### config.mk
export PLATFORM = sky130hd
export DESIGN_NAME = ifetch_flat
export DESIGN_NICKNAME = d
export VERILOG_FILES = /design/src/rtl/ifetch_pkg.sv /design/src/rtl/ifetch_if.sv /design/src/rtl/ifetch_pc_reg.sv /design/src/rtl/ifetch.sv /design/src/flat_wrapper.sv
export SDC_FILE = /design/constraint.sdc
export NUM_CORES = 1
export LEC_CHECK = 0
export CORE_AREA = 2 2 104 106
export DETAILED_ROUTE_END_ITERATION = 8
export DIE_AREA = 0 0 106 108
export PLACE_DENSITY_LB_ADDON = 0.12
export SYNTH_ARGS = -nofsm -noshare
export SYNTH_HDL_FRONTEND = slang
export SYNTH_SLANG_ARGS = --single-unit
export TNS_END_PERCENT = 20
### constraint.sdc
create_clock -name clk -period 3 [get_ports clk]
set_input_delay 0.6 -clock clk [delete_from_list [all_inputs] [get_ports clk]]
set_output_delay 0.6 -clock clk [all_outputs]
set_load 0.01 [all_outputs]
### src/rtl/ifetch_pkg.sv
// ifetch_pkg: shared reset address, FSM encoding and MIPS-style instruction field positions for ifetch.
package ifetch_pkg;
    localparam logic [31:0] PC_RESET_DEF = 32'h0000_3000;
    typedef enum logic [1:0] {S_REQ, S_FULL, S_DROP} state_t;
    localparam int OP_MSB    = 31;
    localparam int OP_LSB    = 26;
    localparam int RS_MSB    = 25;
    localparam int RS_LSB    = 21;
    localparam int RT_MSB    = 20;
    localparam int RT_LSB    = 16;
    localparam int RD_MSB    = 15;
    localparam int RD_LSB    = 11;
    localparam int FUNCT_MSB = 5;
    localparam int FUNCT_LSB = 0;
    localparam int IMM_MSB   = 15;
    localparam int IMM_LSB   = 0;
endpackage

### src/rtl/ifetch_if.sv
// ifetch_if: instruction memory bus (req/addr out of the fetch unit, ack/rdata back from memory).
// Modports: master = fetch unit, slave = instruction memory.
interface ifetch_if;
    logic        req;
    logic [31:0] addr;
    logic        ack;
    logic [31:0] rdata;
    modport master (output req, addr, input ack, rdata);
    modport slave  (input req, addr, output ack, rdata);
endinterface

### src/rtl/ifetch_pc_reg.sv
// pc_reg: program counter with load (word-aligned), +4 increment and sync active-low reset.
// Ports: clk, rst_n; ld/ld_val load request and target; inc advance by 4; pc current value.
module pc_reg #(
    parameter logic [31:0] RST_VAL = 32'h0000_3000
) (
    input  logic        clk,
    input  logic        rst_n,
    input  logic        ld,
    input  logic [31:0] ld_val,
    input  logic        inc,
    output logic [31:0] pc
);
    always_ff @(posedge clk) begin
        if (!rst_n)
            pc <= RST_VAL;
        else if (ld)
            pc <= {ld_val[31:2], 2'b00};
        else if (inc)
            pc <= pc + 32'd4;
    end
endmodule

### src/rtl/ifetch.sv
// ifetch: single-outstanding instruction fetch unit with instruction register and decode fields.
// Ports: clk, rst_n (sync active-low); imem (ifetch_if.master) fetch bus; out_valid/out_ready
// instruction handshake; instr/pc_out IR and its address; op/rs/rt/rd/funct/imm16 decoded fields;
// redirect/redirect_pc change the fetch stream only when IFETCH_REDIRECT_EN is defined.
module ifetch
    import ifetch_pkg::*;
#(
    parameter logic [31:0] PC_RESET = PC_RESET_DEF
) (
    input  logic        clk,
    input  logic        rst_n,
    ifetch_if.master    imem,
    output logic        out_valid,
    input  logic        out_ready,
    output logic [31:0] instr,
    output logic [31:0] pc_out,
    output logic [5:0]  op,
    output logic [5:0]  funct,
    output logic [4:0]  rs,
    output logic [4:0]  rt,
    output logic [4:0]  rd,
    output logic [15:0] imm16,
    input  logic        redirect,
    input  logic [31:0] redirect_pc
);
    state_t      state, state_nx;
    logic [31:0] pc, redir_pc;
    logic        redir, take;
`ifdef IFETCH_REDIRECT_EN
    assign redir    = redirect;
    assign redir_pc = redirect_pc;
`else
    logic unused_redirect;
    assign redir    = 1'b0;
    assign redir_pc = '0;
    assign unused_redirect = ^{redirect, redirect_pc};
`endif
    // Only an ack to a live request is accepted; acks in S_FULL are ignored, in S_DROP discarded.
    assign take = state == S_REQ && imem.ack;
    pc_reg #(.RST_VAL(PC_RESET)) u_pc (
        .clk    (clk),
        .rst_n  (rst_n),
        .ld     (redir),
        .ld_val (redir_pc),
        .inc    (take),
        .pc     (pc)
    );
    always_ff @(posedge clk) begin
        if (!rst_n)
            state <= S_REQ;
        else
            state <= state_nx;
    end
    // An ack that lands while the IR holds an unaccepted instruction stops further requests.
    always_comb begin
        state_nx = state;
        case (state)
            S_REQ:   state_nx = redir ? (imem.ack ? S_REQ : S_DROP)
                              : (imem.ack && out_valid && !out_ready) ? S_FULL : S_REQ;
            S_FULL:  state_nx = (redir || out_ready) ? S_REQ : S_FULL;
            default: state_nx = imem.ack ? S_REQ : S_DROP;
        endcase
    end
    // The request is masked during the reset cycle itself.
    assign imem.req  = rst_n && state == S_REQ;
    assign imem.addr = {pc[31:2], 2'b00};
    always_ff @(posedge clk) begin
        if (!rst_n) begin
            out_valid <= 1'b0;
            instr     <= '0;
            pc_out    <= '0;
        end else if (redir) begin
            out_valid <= 1'b0;
        end else if (take) begin
            instr     <= imem.rdata;
            pc_out    <= {pc[31:2], 2'b00};
            out_valid <= 1'b1;
        end else if (out_ready) begin
            out_valid <= 1'b0;
        end
    end
    assign op    = instr[OP_MSB:OP_LSB];
    assign rs    = instr[RS_MSB:RS_LSB];
    assign rt    = instr[RT_MSB:RT_LSB];
    assign rd    = instr[RD_MSB:RD_LSB];
    assign funct = instr[FUNCT_MSB:FUNCT_LSB];
    assign imm16 = instr[IMM_MSB:IMM_LSB];
endmodule

### src/flat_wrapper.sv
// flat-port wrapper written by rule: the top's interface ports become plain ports
module ifetch_flat import ifetch_pkg::*;
#(
    parameter logic [31:0] PC_RESET = PC_RESET_DEF
)
  (clk, rst_n, out_valid, out_ready, instr, pc_out, op, funct, rs, rt, rd, imm16, redirect, redirect_pc, imem_req, imem_addr, imem_ack, imem_rdata);
  ifetch_if imem_i ();
  input  logic clk;
  input  logic rst_n;
  output logic out_valid;
  input  logic out_ready;
  output logic [31:0] instr;
  output logic [31:0] pc_out;
  output logic [5:0] op;
  output logic [5:0] funct;
  output logic [4:0] rs;
  output logic [4:0] rt;
  output logic [4:0] rd;
  output logic [15:0] imm16;
  input  logic redirect;
  input  logic [31:0] redirect_pc;
  output wire logic [$bits(imem_i.req)-1:0] imem_req;
  output wire logic [$bits(imem_i.addr)-1:0] imem_addr;
  input wire logic [$bits(imem_i.ack)-1:0] imem_ack;
  input wire logic [$bits(imem_i.rdata)-1:0] imem_rdata;
  assign imem_req = imem_i.req;
  assign imem_addr = imem_i.addr;
  assign imem_i.ack = imem_ack;
  assign imem_i.rdata = imem_rdata;
  ifetch #(.PC_RESET(PC_RESET)) u_core (.clk(clk), .rst_n(rst_n), .imem(imem_i), .out_valid(out_valid), .out_ready(out_ready), .instr(instr), .pc_out(pc_out), .op(op), .funct(funct), .rs(rs), .rt(rt), .rd(rd), .imm16(imm16), .redirect(redirect), .redirect_pc(redirect_pc));
endmodule
## Word level (Yosys, flattened, before mapping)

Index checks and enable logic that the tools add are counted.

| operators by class | value |
|---|---|
| reduce and logical (&&, ||, !) cells | 7 |
| equality and inequality tests | 1 |
| add/sub/neg operators | 1 |
| multiplexer cells | 6 |

Operators by type and width:

| cell | number |
|---|---|
| 32-bit by 3-bit adder with 32-bit output (second input constant) | 1 |
| 1-bit logical AND | 4 |
| 1-bit 2-to-1 mux | 4 |
| 2-bit case mux with 2 select lines | 1 |
| 2-bit by 1-bit == test with 1-bit output (second input constant) | 1 |
| 2-bit logical NOT | 1 |
| 2-bit 2-to-1 mux | 1 |
| 2-bit nonzero test | 1 |
| 1-bit logical NOT | 1 |

| storage, ports and cells | value |
|---|---|
| word-level logic and storage cells | 20 |
| bits of input ports | 69 |
| flip-flop bits (word level) | 97 |
| output and inout bits | 141 |

## Longest topological paths before layout

| depth | value |
|---|---|
| depth in word-level cells | 4 |
| gate-level depth with buffers | 7 |

## Modules after synthesis

Synthesis repeated with hierarchy kept, for this count alone.

| unflattened totals | value |
|---|---|
| cell total of the unflattened synthesis | 555 |
| area, all modules | 4787.1 um^2 |

By module, submodules not included:

| module | area an instance (um^2) | cells each | seq. area each (um^2) | instances |
|---|---|---|---|---|
| ifetch | 2996.6 | 329 | 1301.2 | 1 |
| pc_reg | 1790.5 | 226 | 600.6 | 1 |

## Least setup slack after synthesis

OpenSTA, ideal clock, no wires.

| timing path | value |
|---|---|
| kind | register -> register |
| from | register u_core.u_pc.pc[2] |
| to | register u_core.u_pc.pc[28] |
| arrival time | 2.250 ns |
| path slack | 0.679 ns |
| data required time | 2.930 ns |
| library setup time | 0.070 ns |
| stages on the path, launching flop included | 7 |
| cells stage by stage | dfxtp_1 > ha_1 > or3b_4 > or4_1 > buf_2 > or4_1 > a21oi_1 |

| on the way | value |
|---|---|
| longest elaborated chain between the ends | 1 |

Ends and longest elaborated chain:

| item | RTL line | source |
|---|---|---|
| from (decl) | ifetch_pc_reg.sv:11 | `output logic [31:0] pc` |
| from (signal assigned) | ifetch_pc_reg.sv:17 | `pc <= {ld_val[31:2], 2'b00};` |
| from (signal assigned) | ifetch_pc_reg.sv:19 | `pc <= pc + 32'd4;` |
| 32-bit by 3-bit adder with 32-bit output | ifetch_pc_reg.sv:19 |  |

Every way passes these cells.
A chain may end at the register's enable or synchronous reset.

## Final worst setup path

| timing path | value |
|---|---|
| from | input port rst_n |
| to | output port imem_req |

| on the way | value |
|---|---|
| longest elaborated chain between the ends | 1 |

Ends and longest elaborated chain:

| item | RTL line | source |
|---|---|---|
| from (decl) | flat_wrapper.sv:9 | `input logic rst_n;` |
| 1-bit logical AND | ifetch.sv:65 | `assign imem.req = rst_n && state == S_REQ;` |
| to (decl) | flat_wrapper.sv:22 | `output wire logic [$bits(imem_i.req)-1:0] imem_req;` |

Every way passes these cells.

==> flow_summary_export.csv <==
group,metric,value,unit
status,status,"complete, no violations",
floorplanning,rows,37,
synthesis,yosysTopAreaCell,"dfxtp_1",
timing,rsz0062_at_grt,"no",
routing,first_iter_violations,147,
power_and_ir_drop,p_sw,0.000603,W
synthesis,synth.avg_cell_area,8.06,µm²
clock_tree,cts-htree-levels,3,
place,place.gp.congestion,0.761,
cells_and_area,nNetsFinal,680,
timing,fmax,397,MHz
cells_and_area,area_growth,43.7,%
clock_tree,hold_buffers,0,
timing,slew_headroom,35.4,%
setup_path,cp_max_fo,2,
floorplanning,die_y,108,µm
clock_tree,cts_tree,"yes",
synthesis,synth.ff_latch_count,95,
synthesis,synthCells,491,
synthesis,ys_types,29,
synthesis,synthFlopType,"dfxtp_1",
synthesis,synth-simple-area-share,23.2,%
timing,period_minus_slack,2.52,ns
routing,wl_per_cell,13.6,µm
power_and_ir_drop,peakVddDrop,0.000200,V
timing,setup_viol,0,
setup_path,cp.required,2.40,ns
synthesis,synth-edff-count,0,
cells_and_area,utilization,55.5,%
clock_tree,cts-root-buf,"clkbuf_8",
setup_path,worstSetupEndpointType,"primary output",
global_routing,grt_pass1_wl,16700,µm
cells_and_area,multi_input_area,1590,µm²
floorplanning,die-area,11400,µm²
power_and_ir_drop,swShare,24.3,%
synthesis,ys_warn_count,0,
power_and_ir_drop,p_per_area,437,nW/µm²
routing,drc,0,
hold_path,hp-class,"register to register",
routing,ant_nets,0,
cells_and_area,n_antenna_cell,0,
floorplanning,fp.coreArea,10200,µm²
global_routing,grt_usage,18.0,%
cells_and_area,largest_register_ffs,32,
clock_tree,cts_sinks,95,
power_and_ir_drop,internal_power,0.00188,W
synthesis,synthMuxAreaShare,0.253,%
routing,vias,3673,
synthesis,yosys-top-cells-count,"nand2_1, dfxtp_1, a21oi_1",
power_and_ir_drop,power.clock.fraction,34.1,%
routing,firstDrtPassIters,4,
timing,hold_slack,0.455,ns
place,hpwl,6960,µm
cells_and_area,regArea,1900,µm²
synthesis,ys_async_sr_fraction,0,%
timing,final_max_slew_viol_count,0,
global_routing,antenna_found_initial,0,
flow_run,maxCapViolCount,0,
power_and_ir_drop,p_comb_share,12.7,%
clock_tree,clk_latency,0.35,ns
timing,setup-tns-final,0,ns
synthesis,yosys-top-cells-area,"dfxtp_1, nand2_1, a21oi_1, buf_4, or4_1",
synthesis,yosys.area_share.adder,0.316,%
timing,hold_violations,0,
floorplanning,initial_core_util,38.7,%
setup_path,critPathKind,"primary input to primary output",
cells_and_area,fill_cells,969,
cells_and_area,final_layout_size_suffix_gt1_share,4.39,%
place,io_buffers,172,
floorplanning,io_pins,210,
synthesis,netlist.area_leader.share,48.1,%
clock_tree,clk_pin_slew,0.07,ns
timing,period_share,84.0,%
synthesis,synth_compound_area_share,13.6,%
global_routing,grt_start_max_net_pins,92,
routing,drt_wl_total,10200,µm
clock_tree,cts_resized,0,
synthesis,synth_xor_xnor_area_share,2.21,%
power_and_ir_drop,p_leak,1.93,nW
floorplanning,die_w,106,µm
timing,finalClockSkew,0.0152,ns
synthesis,yosysSeqAreaShare,48.1,%
clock_tree,numCtsBuffers,9,
routing,routed_via_density,4.89,
timing,worstMarginPinSlew,0.969,ns
synthesis,synth_top_family_by_area,"simple AND/OR/NAND/NOR gates",
global_routing,grt_pass1_vias,3416,
synthesis,yosysMostFrequentCell,"nand2_1",
synthesis,syn_area,3960,µm²
setup_path,worstPathArrival,1.92,ns
clock_tree,cts.path.max_buffers,2,
power_and_ir_drop,seqPwrFrac,53.1,%
clock_tree,postCtsSetupBuffers,0,
global_routing,grt_overflow,0,
setup_path,crit_path_start_kind,"primary input",
==> final cells by class <==
type / count / share of cell area [%]
inverters: 5 / 0.330
multi-input cells: 318 / 28.0
flip-flops and latches: 95 / 33.5
well taps: 136 / 2.99
repair buffers: 181 / 31.7
clock buffers: 12 / 2.55
clock inverters: 4 / 0.969
==> routing by layer <==
metal | wire (µm) | part of all wire, % | up-vias | GRT usage (%)
li1 | - | - | 1831 | -
met5 | 0 | 0 | - | 0
met3 | 695 | 6.8 | 5 | 4.58
met1 | 4460 | 44 | 1715 | 22.5
met4 | 71 | 0.69 | 0 | 6.77
met2 | 4990 | 49 | 122 | 30.1
==> final timing paths <==
path              depth (start not counted)  slack (ns)            endpoint               from
hold reg to reg                           2        0.46    u_core.pc_out[2]   u_core.pc_out[2]
hold / removal                            2        0.46    u_core.pc_out[2]   u_core.pc_out[2]
setup / recovery                          4        0.48            imem_req              rst_n
setup reg to reg                          6        0.51  u_core.u_pc.pc[30]  u_core.u_pc.pc[2]
==> worst max-delay path: stages <==
cell	delay, ns
clkdlybuf4s50_1	0.52
inv_2	0.05
nor3_1	0.17
clkdlybuf4s50_1	0.58
==> power groups by stage <==
stage | clock network [W] | registers, W | logic [W]
floorplan | 0 | 0.00136 | 0.000150
global placement | 0 | 0.00135 | 0.000318
detailed placement | 0 | 0.00135 | 0.000321
CTS | 0.000885 | 0.00132 | 0.000321
global route | 0.000934 | 0.00133 | 0.000342
finish | 0.000848 | 0.00132 | 0.000316
==> cell families after synthesis <==
| family | Yosys count |
|---|---|
| other | 1 |
| and+or+nand+nor | 201 |
| xor gates and xnor gates | 10 |
| buffers and inverters | 81 |
| DFF | 95 |
| adders and majority gates | 1 |
| muxes | 1 |
| AOI/OAI and AO/OA | 101 |
==> cells in the final DEF, fill, tap and decap left out, drive strengths merged, types with 3 or more instances in the layout <==
cell type      instances
a21oi                 83
and4                   3
buf                    9
clkbuf                12
clkdlybuf4s50        172
conb                   4
dfxtp                 95
inv                    5
nand2                138
nand3                 10
nand4                  6
nor2                   8
nor3                   3
nor4                   3
o21ai                  5
o31ai                 13
or3                    5
or4                   14
xnor2                  6
xor2                   4
==> metrics by stage <==
| step | total power [W] | cell area [µm²] | setup WS, ns | cells |
|---|---|---|---|---|
| 2_1_floorplan | 0.00151 | 3970 | 0.679 | 494 |
| 3_3_place_gp | 0.00167 | 5480 | 0.222 | 735 |
| 3_5_place_dp | 0.00167 | 5480 | 0.168 | 735 |
| 4_1_cts | 0.00253 | 5680 | 0.429 | 751 |
| 5_1_grt | 0.00260 | 5680 | 0.374 | 751 |
| 6_report | 0.00248 | 5680 | 0.481 | 751 |
Note: power is estimated with default switching activity, not from simulation.
